File: config.mk
export PLATFORM = sky130hd
export DESIGN_NAME = apb_demux_top
export DESIGN_NICKNAME = d
export VERILOG_FILES = /design/src/rtl/apb_demux_top.sv
export SDC_FILE = /design/constraint.sdc
export NUM_CORES = 1
export LEC_CHECK = 0
export ABC_AREA = 1
export ABC_CLOCK_PERIOD_IN_PS = 1600
export CELL_PAD_IN_SITES_DETAIL_PLACEMENT = 1
export CELL_PAD_IN_SITES_GLOBAL_PLACEMENT = 2
export CORE_MARGIN = 2
export CORE_UTILIZATION = 14
export DETAILED_ROUTE_END_ITERATION = 16
export PLACE_DENSITY_LB_ADDON = 0.2
export SLEW_MARGIN = 10
export SYNTH_ARGS = -nofsm -noshare
export SYNTH_HDL_FRONTEND = slang
export SYNTH_SLANG_ARGS = --single-unit
File: constraint.sdc
create_clock -name PCLK -period 1.6 [get_ports PCLK]
set_clock_uncertainty 0.15 [all_clocks]
set_input_delay 0.32 -clock PCLK [delete_from_list [all_inputs] [get_ports PCLK]]
set_output_delay 0.32 -clock PCLK [all_outputs]
set_load 0.005 [all_outputs]
File: src/rtl/apb_demux_top.sv
`default_nettype none
// ============================================================================
// Module      : apb_demux_top
// Description : 1:N APB decoder. One upstream requester is routed to one of
//               NUM_APB_SLAVES completers selected by PADDR[SEL_LSB+:SEL_WIDTH].
//               Request path is registered; unmapped indices and completers
//               that never assert PREADY are answered with PSLVERR.
// Revision    : 1.0 - initial release
// ============================================================================
module apb_demux_top #(
    parameter int NUM_APB_SLAVES = 9,
    parameter int APB_ADDR_WIDTH = 32,
    parameter int APB_DATA_WIDTH = 32,
    parameter int APB_STRB_WIDTH = 4,
    parameter int SEL_LSB        = 28,
    parameter int SEL_WIDTH      = 4,
    parameter int TIMEOUT_CYCLES = 16
) (
    input  logic                                     PCLK,
    input  logic                                     PRESET,
    // upstream requester side
    input  logic                                     PSEL_s,
    input  logic                                     PENABLE_s,
    input  logic [APB_ADDR_WIDTH-1:0]                PADDR_s,
    input  logic                                     PWRITE_s,
    input  logic [APB_DATA_WIDTH-1:0]                PWDATA_s,
    input  logic [APB_STRB_WIDTH-1:0]                PSTRB_s,
    input  logic [2:0]                               PPROT_s,
    output logic [APB_DATA_WIDTH-1:0]                PRDATA_s,
    output logic                                     PREADY_s,
    output logic                                     PSLVERR_s,
    // downstream completer side
    output logic [NUM_APB_SLAVES-1:0]                PSEL_m,
    output logic                                     PENABLE_m,
    output logic [APB_ADDR_WIDTH-1:0]                PADDR_m,
    output logic                                     PWRITE_m,
    output logic [APB_DATA_WIDTH-1:0]                PWDATA_m,
    output logic [APB_STRB_WIDTH-1:0]                PSTRB_m,
    output logic [2:0]                               PPROT_m,
    input  logic [NUM_APB_SLAVES*APB_DATA_WIDTH-1:0] PRDATA_m,
    input  logic [NUM_APB_SLAVES-1:0]                PREADY_m,
    input  logic [NUM_APB_SLAVES-1:0]                PSLVERR_m
);

    localparam int                 c_CNT_W    = $clog2(TIMEOUT_CYCLES + 1);
    localparam logic [c_CNT_W-1:0] c_CNT_LAST = c_CNT_W'(TIMEOUT_CYCLES - 1);
    localparam logic [c_CNT_W-1:0] c_CNT_ONE  = c_CNT_W'(1);

    typedef enum logic [2:0] {
        S_IDLE     = 3'd0,
        S_M_SETUP  = 3'd1,
        S_M_ACCESS = 3'd2,
        S_DECERR   = 3'd3,
        S_RESP     = 3'd4
    } state_t;

    state_t                      r_state_q,   w_state_d;
    logic [c_CNT_W-1:0]          r_cnt_q,     w_cnt_d;
    logic [NUM_APB_SLAVES-1:0]   r_psel_q,    w_psel_d;
    logic                        r_penable_q, w_penable_d;
    logic [APB_ADDR_WIDTH-1:0]   r_paddr_q,   w_paddr_d;
    logic                        r_pwrite_q,  w_pwrite_d;
    logic [APB_DATA_WIDTH-1:0]   r_pwdata_q,  w_pwdata_d;
    logic [APB_STRB_WIDTH-1:0]   r_pstrb_q,   w_pstrb_d;
    logic [2:0]                  r_pprot_q,   w_pprot_d;
    logic [APB_DATA_WIDTH-1:0]   r_prdata_q,  w_prdata_d;
    logic                        r_pready_q,  w_pready_d;
    logic                        r_pslverr_q, w_pslverr_d;

    logic [SEL_WIDTH-1:0]        w_idx;
    logic [NUM_APB_SLAVES-1:0]   w_dec;
    logic [APB_DATA_WIDTH-1:0]   w_sel_rdata;
    logic                        w_sel_ready;
    logic                        w_sel_err;

    assign w_idx = PADDR_s[SEL_LSB +: SEL_WIDTH];

    // Address decode: one-hot slave select, all-zero when the index is unmapped
    always_comb begin
        w_dec = '0;
        for (int i = 0; i < NUM_APB_SLAVES; i++) begin
            w_dec[i] = (w_idx == SEL_WIDTH'(i));
        end
    end

    // Response mux: only the slave currently holding PSEL_m contributes
    always_comb begin
        w_sel_rdata = '0;
        w_sel_ready = 1'b0;
        w_sel_err   = 1'b0;
        for (int i = 0; i < NUM_APB_SLAVES; i++) begin
            if (r_psel_q[i]) begin
                w_sel_rdata = w_sel_rdata | PRDATA_m[i*APB_DATA_WIDTH +: APB_DATA_WIDTH];
                w_sel_ready = w_sel_ready | PREADY_m[i];
                w_sel_err   = w_sel_err   | PSLVERR_m[i];
            end
        end
    end

    // Next-state and registered-output computation for the transfer FSM
    always_comb begin
        w_state_d   = r_state_q;
        w_cnt_d     = r_cnt_q;
        w_psel_d    = r_psel_q;
        w_penable_d = r_penable_q;
        w_paddr_d   = r_paddr_q;
        w_pwrite_d  = r_pwrite_q;
        w_pwdata_d  = r_pwdata_q;
        w_pstrb_d   = r_pstrb_q;
        w_pprot_d   = r_pprot_q;
        w_prdata_d  = r_prdata_q;
        w_pready_d  = 1'b0;
        w_pslverr_d = 1'b0;

        case (r_state_q)
            S_IDLE: begin
                // only a genuine SETUP phase starts a transfer; a lingering
                // ACCESS phase from the previous transfer is ignored
                if (PSEL_s && !PENABLE_s) begin
                    w_paddr_d  = PADDR_s;
                    w_pwrite_d = PWRITE_s;
                    w_pwdata_d = PWDATA_s;
                    w_pstrb_d  = PSTRB_s;
                    w_pprot_d  = PPROT_s;
                    if (|w_dec) begin
                        w_psel_d  = w_dec;
                        w_state_d = S_M_SETUP;
                    end else begin
                        w_state_d = S_DECERR;
                    end
                end
            end

            S_M_SETUP: begin
                w_penable_d = 1'b1;
                w_state_d   = S_M_ACCESS;
            end

            S_M_ACCESS: begin
                w_cnt_d = r_cnt_q + c_CNT_ONE;
                // a ready in the last allowed cycle still completes normally
                if (w_sel_ready) begin
                    w_psel_d    = '0;
                    w_penable_d = 1'b0;
                    w_prdata_d  = r_pwrite_q ? '0 : w_sel_rdata;
                    w_pslverr_d = w_sel_err;
                    w_pready_d  = 1'b1;
                    w_state_d   = S_RESP;
                end else if (r_cnt_q == c_CNT_LAST) begin
                    w_psel_d    = '0;
                    w_penable_d = 1'b0;
                    w_prdata_d  = '0;
                    w_pslverr_d = 1'b1;
                    w_pready_d  = 1'b1;
                    w_state_d   = S_RESP;
                end
            end

            S_DECERR: begin
                w_prdata_d  = '0;
                w_pslverr_d = 1'b1;
                w_pready_d  = 1'b1;
                w_state_d   = S_RESP;
            end

            S_RESP: begin
                w_cnt_d   = '0;
                w_state_d = S_IDLE;
            end

            default: begin
                w_state_d = S_IDLE;
            end
        endcase
    end

    // State and output registers with synchronous reset
    always_ff @(posedge PCLK) begin
        if (PRESET) begin
            r_state_q   <= S_IDLE;
            r_cnt_q     <= '0;
            r_psel_q    <= '0;
            r_penable_q <= 1'b0;
            r_paddr_q   <= '0;
            r_pwrite_q  <= 1'b0;
            r_pwdata_q  <= '0;
            r_pstrb_q   <= '0;
            r_pprot_q   <= '0;
            r_prdata_q  <= '0;
            r_pready_q  <= 1'b0;
            r_pslverr_q <= 1'b0;
        end else begin
            r_state_q   <= w_state_d;
            r_cnt_q     <= w_cnt_d;
            r_psel_q    <= w_psel_d;
            r_penable_q <= w_penable_d;
            r_paddr_q   <= w_paddr_d;
            r_pwrite_q  <= w_pwrite_d;
            r_pwdata_q  <= w_pwdata_d;
            r_pstrb_q   <= w_pstrb_d;
            r_pprot_q   <= w_pprot_d;
            r_prdata_q  <= w_prdata_d;
            r_pready_q  <= w_pready_d;
            r_pslverr_q <= w_pslverr_d;
        end
    end

    assign PSEL_m    = r_psel_q;
    assign PENABLE_m = r_penable_q;
    assign PADDR_m   = r_paddr_q;
    assign PWRITE_m  = r_pwrite_q;
    assign PWDATA_m  = r_pwdata_q;
    assign PSTRB_m   = r_pstrb_q;
    assign PPROT_m   = r_pprot_q;
    assign PRDATA_s  = r_prdata_q;
    assign PREADY_s  = r_pready_q;
    assign PSLVERR_s = r_pslverr_q;

endmodule
`default_nettype wire
## Word level (Yosys, flattened, before mapping)

Cells that the tools add are included.
W data, S select, Z words.

- Input port bits: 382
- Output and inout bits: 116
- Flip-flop bits (word level): 124

- Muxes and demuxes: 50
- Bitwise logic cells: 24
- Add/sub/neg operators: 1
- Eq/ne operators: 16
- Reduce and logical (&&, ||, !) cells: 14

Operator list:

| operator | number |
|---|---|
| $mux W32 | 12 |
| $or A32 B32 Y32 | 8 |
| $pmux W32 S2 | 1 |
| $mux W9 | 4 |
| $mux W1 | 23 |
| $pmux W9 S2 | 1 |
| $eq A4 B3 Y1 const B | 4 |
| $or A1 B1 Y1 | 16 |
| $pmux W3 S4 | 1 |
| $pmux W5 S2 | 1 |
| $mux W3 | 3 |
| $reduce_or A9 Y1 | 1 |
| $eq A4 B2 Y1 const B | 2 |
| $reduce_and A2 Y1 | 4 |
| $reduce_bool A2 Y1 | 4 |
| $eq A3 B2 Y1 const B | 2 |
| $pmux W1 S2 | 3 |
| $add A5 B1 Y5 const B | 1 |
| $eq A5 B4 Y1 const B | 1 |
| $eq A4 B1 Y1 const B | 1 |
| $eq A4 B4 Y1 const B | 1 |
| $logic_not A4 Y1 | 1 |
| $ne A2 B2 Y1 const B | 2 |
| $reduce_and A4 Y1 | 1 |
| 7 further kinds | 7 |

## Longest topological paths before layout

- Depth in word-level cells: 20
- Gate-level depth with buffers: 13
- Mapped depth without buffers: 11

## Worst setup path after synthesis

OpenSTA, ideal clock, no wires.

- Path kind: reg2reg
- Start: register r_cnt_q[0]
- End: register r_prdata_q[0], in the netlist PRDATA_s[0]
- Required time: 1.386 ns
- Library setup time: 0.064 ns
- Clock period less this slack: 1.715 ns
- Arrival: 1.501 ns
- Buffers on the path: 2
- Slack: -0.115 ns
- Stages on the path, launching flop included: 13
- Cell sequence: dfxtp_1 -> ha_1 -> inv_1 -> nor3_1 -> ha_1 -> inv_1 -> nand3_1 -> nand2_1 -> nand2_1 -> buf_6 -> buf_2 -> nor2_1 -> nor2_1

- Word-level cells in the longest chain between the ends: 3

Ends and longest elaborated chain:

| item | line | text |
|---|---|---|
| start: declaration | 58 | `logic [c_CNT_W-1:0] r_cnt_q, w_cnt_d;` |
| start signal: assignment | 194 | `r_cnt_q <= w_cnt_d;` |
| $eq A5 B4 Y1 | 149 | `end else if (r_cnt_q == c_CNT_LAST) begin` |
| $ne A3 B3 Y1 (no line) | - |  |
| $reduce_and A2 Y1 (no line) | - |  |
| end signal: assignment | 202 | `r_prdata_q <= w_prdata_d;` |
| end: declaration | 66 | `logic [APB_DATA_WIDTH-1:0] r_prdata_q, w_prdata_d;` |

No other way between the ends.
A chain may end at the register's enable or synchronous reset.

## Final worst setup path

- Start: register r_psel_q[7], in the netlist PSEL_m[7]
- End: register r_psel_q[7], in the netlist PSEL_m[7]

- Word-level cells in the longest chain between the ends: 5
- Elaborated cells between the ends (all ways): 7

Ends and longest elaborated chain:

| item | line | text |
|---|---|---|
| start: declaration | 59 | `logic [NUM_APB_SLAVES-1:0] r_psel_q, w_psel_d;` |
| start signal: assignment | 195 | `r_psel_q <= w_psel_d;` |
| $mux W1 * | 92 | `if (r_psel_q[i]) begin` |
| $or A1 B1 Y1 | 94 | `w_sel_ready = w_sel_ready \| PREADY_m[i];` |
| $mux W1 * | 92 |  |
| $ne A3 B3 Y1 (no line) / $mux W9 (equally long branches) | - |  |
| $reduce_and A4 Y1 (no line) / $pmux W9 S2 (equally long branches) | - |  |

Every way passes the cells marked *; elsewhere a longest branch is shown, timed or not.

==> impl_metrics.tcl <==
set metrics [dict create \
    worst_slack_ps -191 \
    numClockSinks 124 \
    track_usage 0.175 \
    gp_congestion 0.788 \
    endpoint_kind "register" \
    drt-vias-per-instance 4.03 \
    nets 2169 \
    cts-hold-fix-buffers 0 \
    cap_violations 0 \
    violations "setup timing" \
    synth_nets 1586 \
    synth-seq-cells 124 \
    die_area_um2 51500 \
    syn-instance-count 1202 \
    ys_top_cells_by_area "dfxtp_1 (36%), nand2_1 (25%), nor2_1 (14%), nand3_1 (7.3%), o21ai_0 (5.5%)" \
    cp.arrival_ps 2000 \
    yosysUniqueCellTypes 23 \
    drt_iter0_drc 348 \
    h-tree-depth 4 \
    rsz0062_at_grt "yes" \
    crit_type "reg -> reg" \
    avgSynthCellArea_um2 5.79 \
    ios 498 \
    fp.dieH_um 227 \
    vias 9942 \
    antenna_found_initial 8 \
    ys_seq_area_frac 0.357 \
    core_um2 49100 \
    ant_nets 0 \
    cts_tree "done" \
    drc_errors 0 \
    outcome "finished, violations left" \
    totalWireLength_mm 48.8 \
    timing.fmax_mhz 558 \
    relSlewSlack 0.774 \
    synth_top_area_frac 0.357 \
    slew_violations 0 \
    dp_hpwl_mm 36.1 \
    ys.warnings.count 0 \
    io_buffers 497 \
    cts_root_buffer "clkbuf_16" \
    drive_gt1_frac 0.204 \
    grt_overflow 0 \
    dp.cells 2374 \
    critPathMaxFanout 7 \
    grt_pass1_wl_mm 65.9 \
    area_growth_pct 121 \
    numCtsBuffers 17 \
    fin_util 0.313 \
    fin_crit_sh 1.12 \
    vdd_ir_drop_max_mv 0.582 \
    synth_area_um2 6960 \
    fin_area_um2 15400 \
    powerDensity_nw_per_um2 953 \
    cp.required_ps 1810 \
    worstMarginPinSlew_ps 338 \
    std_cell_rows 81 \
    clock_path_buffers 2 \
    fin_cells 2469 \
    layout_min_cycle_time_ps 1790 \
    grt_max_degree 37 \
    routedWlPerCell_um 19.8 \
    grt_pass1_vias 10200 \
    p_total_w 0.0146 \
    r2r_cells 10 \
    startpoint_type "register" \
    p_leak_nw 6.82 \
    clkLatencyLatePin_ps 430 \
    start_util 0.142 \
    drtPass1Iterations 4 \
    report.final.setup_viol 47 \
    fp.dieW_um 227 \
    synth.largest_area_cell "dfxtp_1" \
    min_path_type "reg -> reg" \
    timing.hold.worst_path_depth 2 \
    path_clk_slew_ps 70 \
    place_area_um2 13300 \
    final_hold_viol_count 0 \
]
synthesized netlist by cell type, drive strengths merged:
cell type / count
nand3: 103
nand4: 11
clkinv: 1
inv: 42
nor2: 262
dfxtp: 124
a21oi: 39
buf: 35
o22ai: 1
o21ai: 77
ha: 2
clkbuf: 43
nor3: 6
nand2: 455
nor4: 1
cell families after synthesis:
family,share of synthesized area
DFF,0.357
buffers and inverters,0.0756
adders and majority gates,0.00359
and+or+nand+nor,0.480
AOI/OAI and AO/OA,0.0843
layout by cell type (no fill, tap or decap), types with 4 or more instances in the layout:
cell type / synthesis / layout
clkbuf_16: 0 / 27
buf_16: 0 / 5
dfxtp_1: 124 / 96
o21ai_0: 76 / 8
buf_2: 28 / 6
o21ai_1: 1 / 18
dfxtp_4: 0 / 11
clkinvlp_4: 0 / 4
nand2_2: 0 / 9
o21ai_2: 0 / 49
inv_2: 6 / 7
dlygate4sd2_1: 0 / 95
inv_6: 0 / 5
nand4_1: 11 / 11
clkbuf_2: 0 / 7
buf_8: 0 / 4
dfxtp_2: 0 / 17
diode_2: 0 / 7
buf_12: 0 / 24
nand2_1: 455 / 441
nor2_2: 5 / 40
nand3_1: 102 / 99
a21oi_1: 39 / 38
buf_4: 4 / 82
nor2_4: 1 / 19
buf_6: 3 / 16
clkdlybuf4s50_1: 0 / 381
nor2_1: 256 / 203
inv_1: 36 / 34
area by class of cell:
class,instances,area [um2]
timing repair buffer,639,6600
clock inverter,15,186
fill,5987,33700
tap,664,831
multi-input combinational,958,4540
timing repair inverter,2,32.5
inverter,43,189
clock buffer,17,425
antenna,7,17.5
sequential,124,2540
report_power, final:
| part | internal, W | switching [W] |
|---|---|---|
| clock | 0.00247 | 0.00165 |
| sequential | 0.00347 | 0.000268 |
| combinational | 0.00330 | 0.00349 |
what timing repair did:
| action | in CTS | in global routing |
|---|---|---|
| setup buffers | 25 | 9 |
| gates resized for setup | 244 | 221 |
| pin swaps | 9 | 73 |
| gates cloned | 9 | 16 |
| endpoints found under the hold margin | 0 | 0 |
| endpoints found under the setup margin | 189 | 125 |
stage by stage:
stage | setup WS [ps] | hold WS (ps) | setup TNS, ps
global placement | -496 | 311 | -36030
global route | -303 | 335 | -14690
finish | -191 | 315 | -6920
CTS | -212 | 321 | -7430
detailed placement | -534 | 317 | -37990
floorplan | -43.0 | 232 | -1190
per-layer routing:
layer,global-route usage,vias up,share of wire,routed length (um)
met3,0.0737,27,0.095,4660
li1,-,4962,-,-
met2,0.299,328,0.48,23500
met4,0.0363,2,0.0098,478
met1,0.205,4623,0.41,20100
met5,0,-,0.00025,12
worst paths after layout:
check | from | slack [ps] | end
hold / removal | PWDATA_m[6] | 320 | PWDATA_m[6]
setup reg to reg | PSEL_m[7] | -190 | PSEL_m[7]
hold reg to reg | PWDATA_m[6] | 320 | PWDATA_m[6]
setup / recovery | PSEL_m[7] | -190 | PSEL_m[7]
critical path: stages (launching register included):
cell,delay (ps)
dfxtp_4,360
buf_6,130
nand2_4,60
nand3_4,90
nor2_4,160
buf_4,140
nand4_1,170
buf_4,210
nand4_1,90
nand2_1,60
nor2_1,100
state kept, by name, summed over array words and instances, names as in the netlist, 3 cells and up:
signal	cells
r_state_q	3
PSEL_m	9
PWDATA_m	32
PADDR_m	32
PSTRB_m	4
PPROT_m	3
r_cnt_q	5
PRDATA_s	32
No activity file was read; power rests on OpenSTA's default activity.
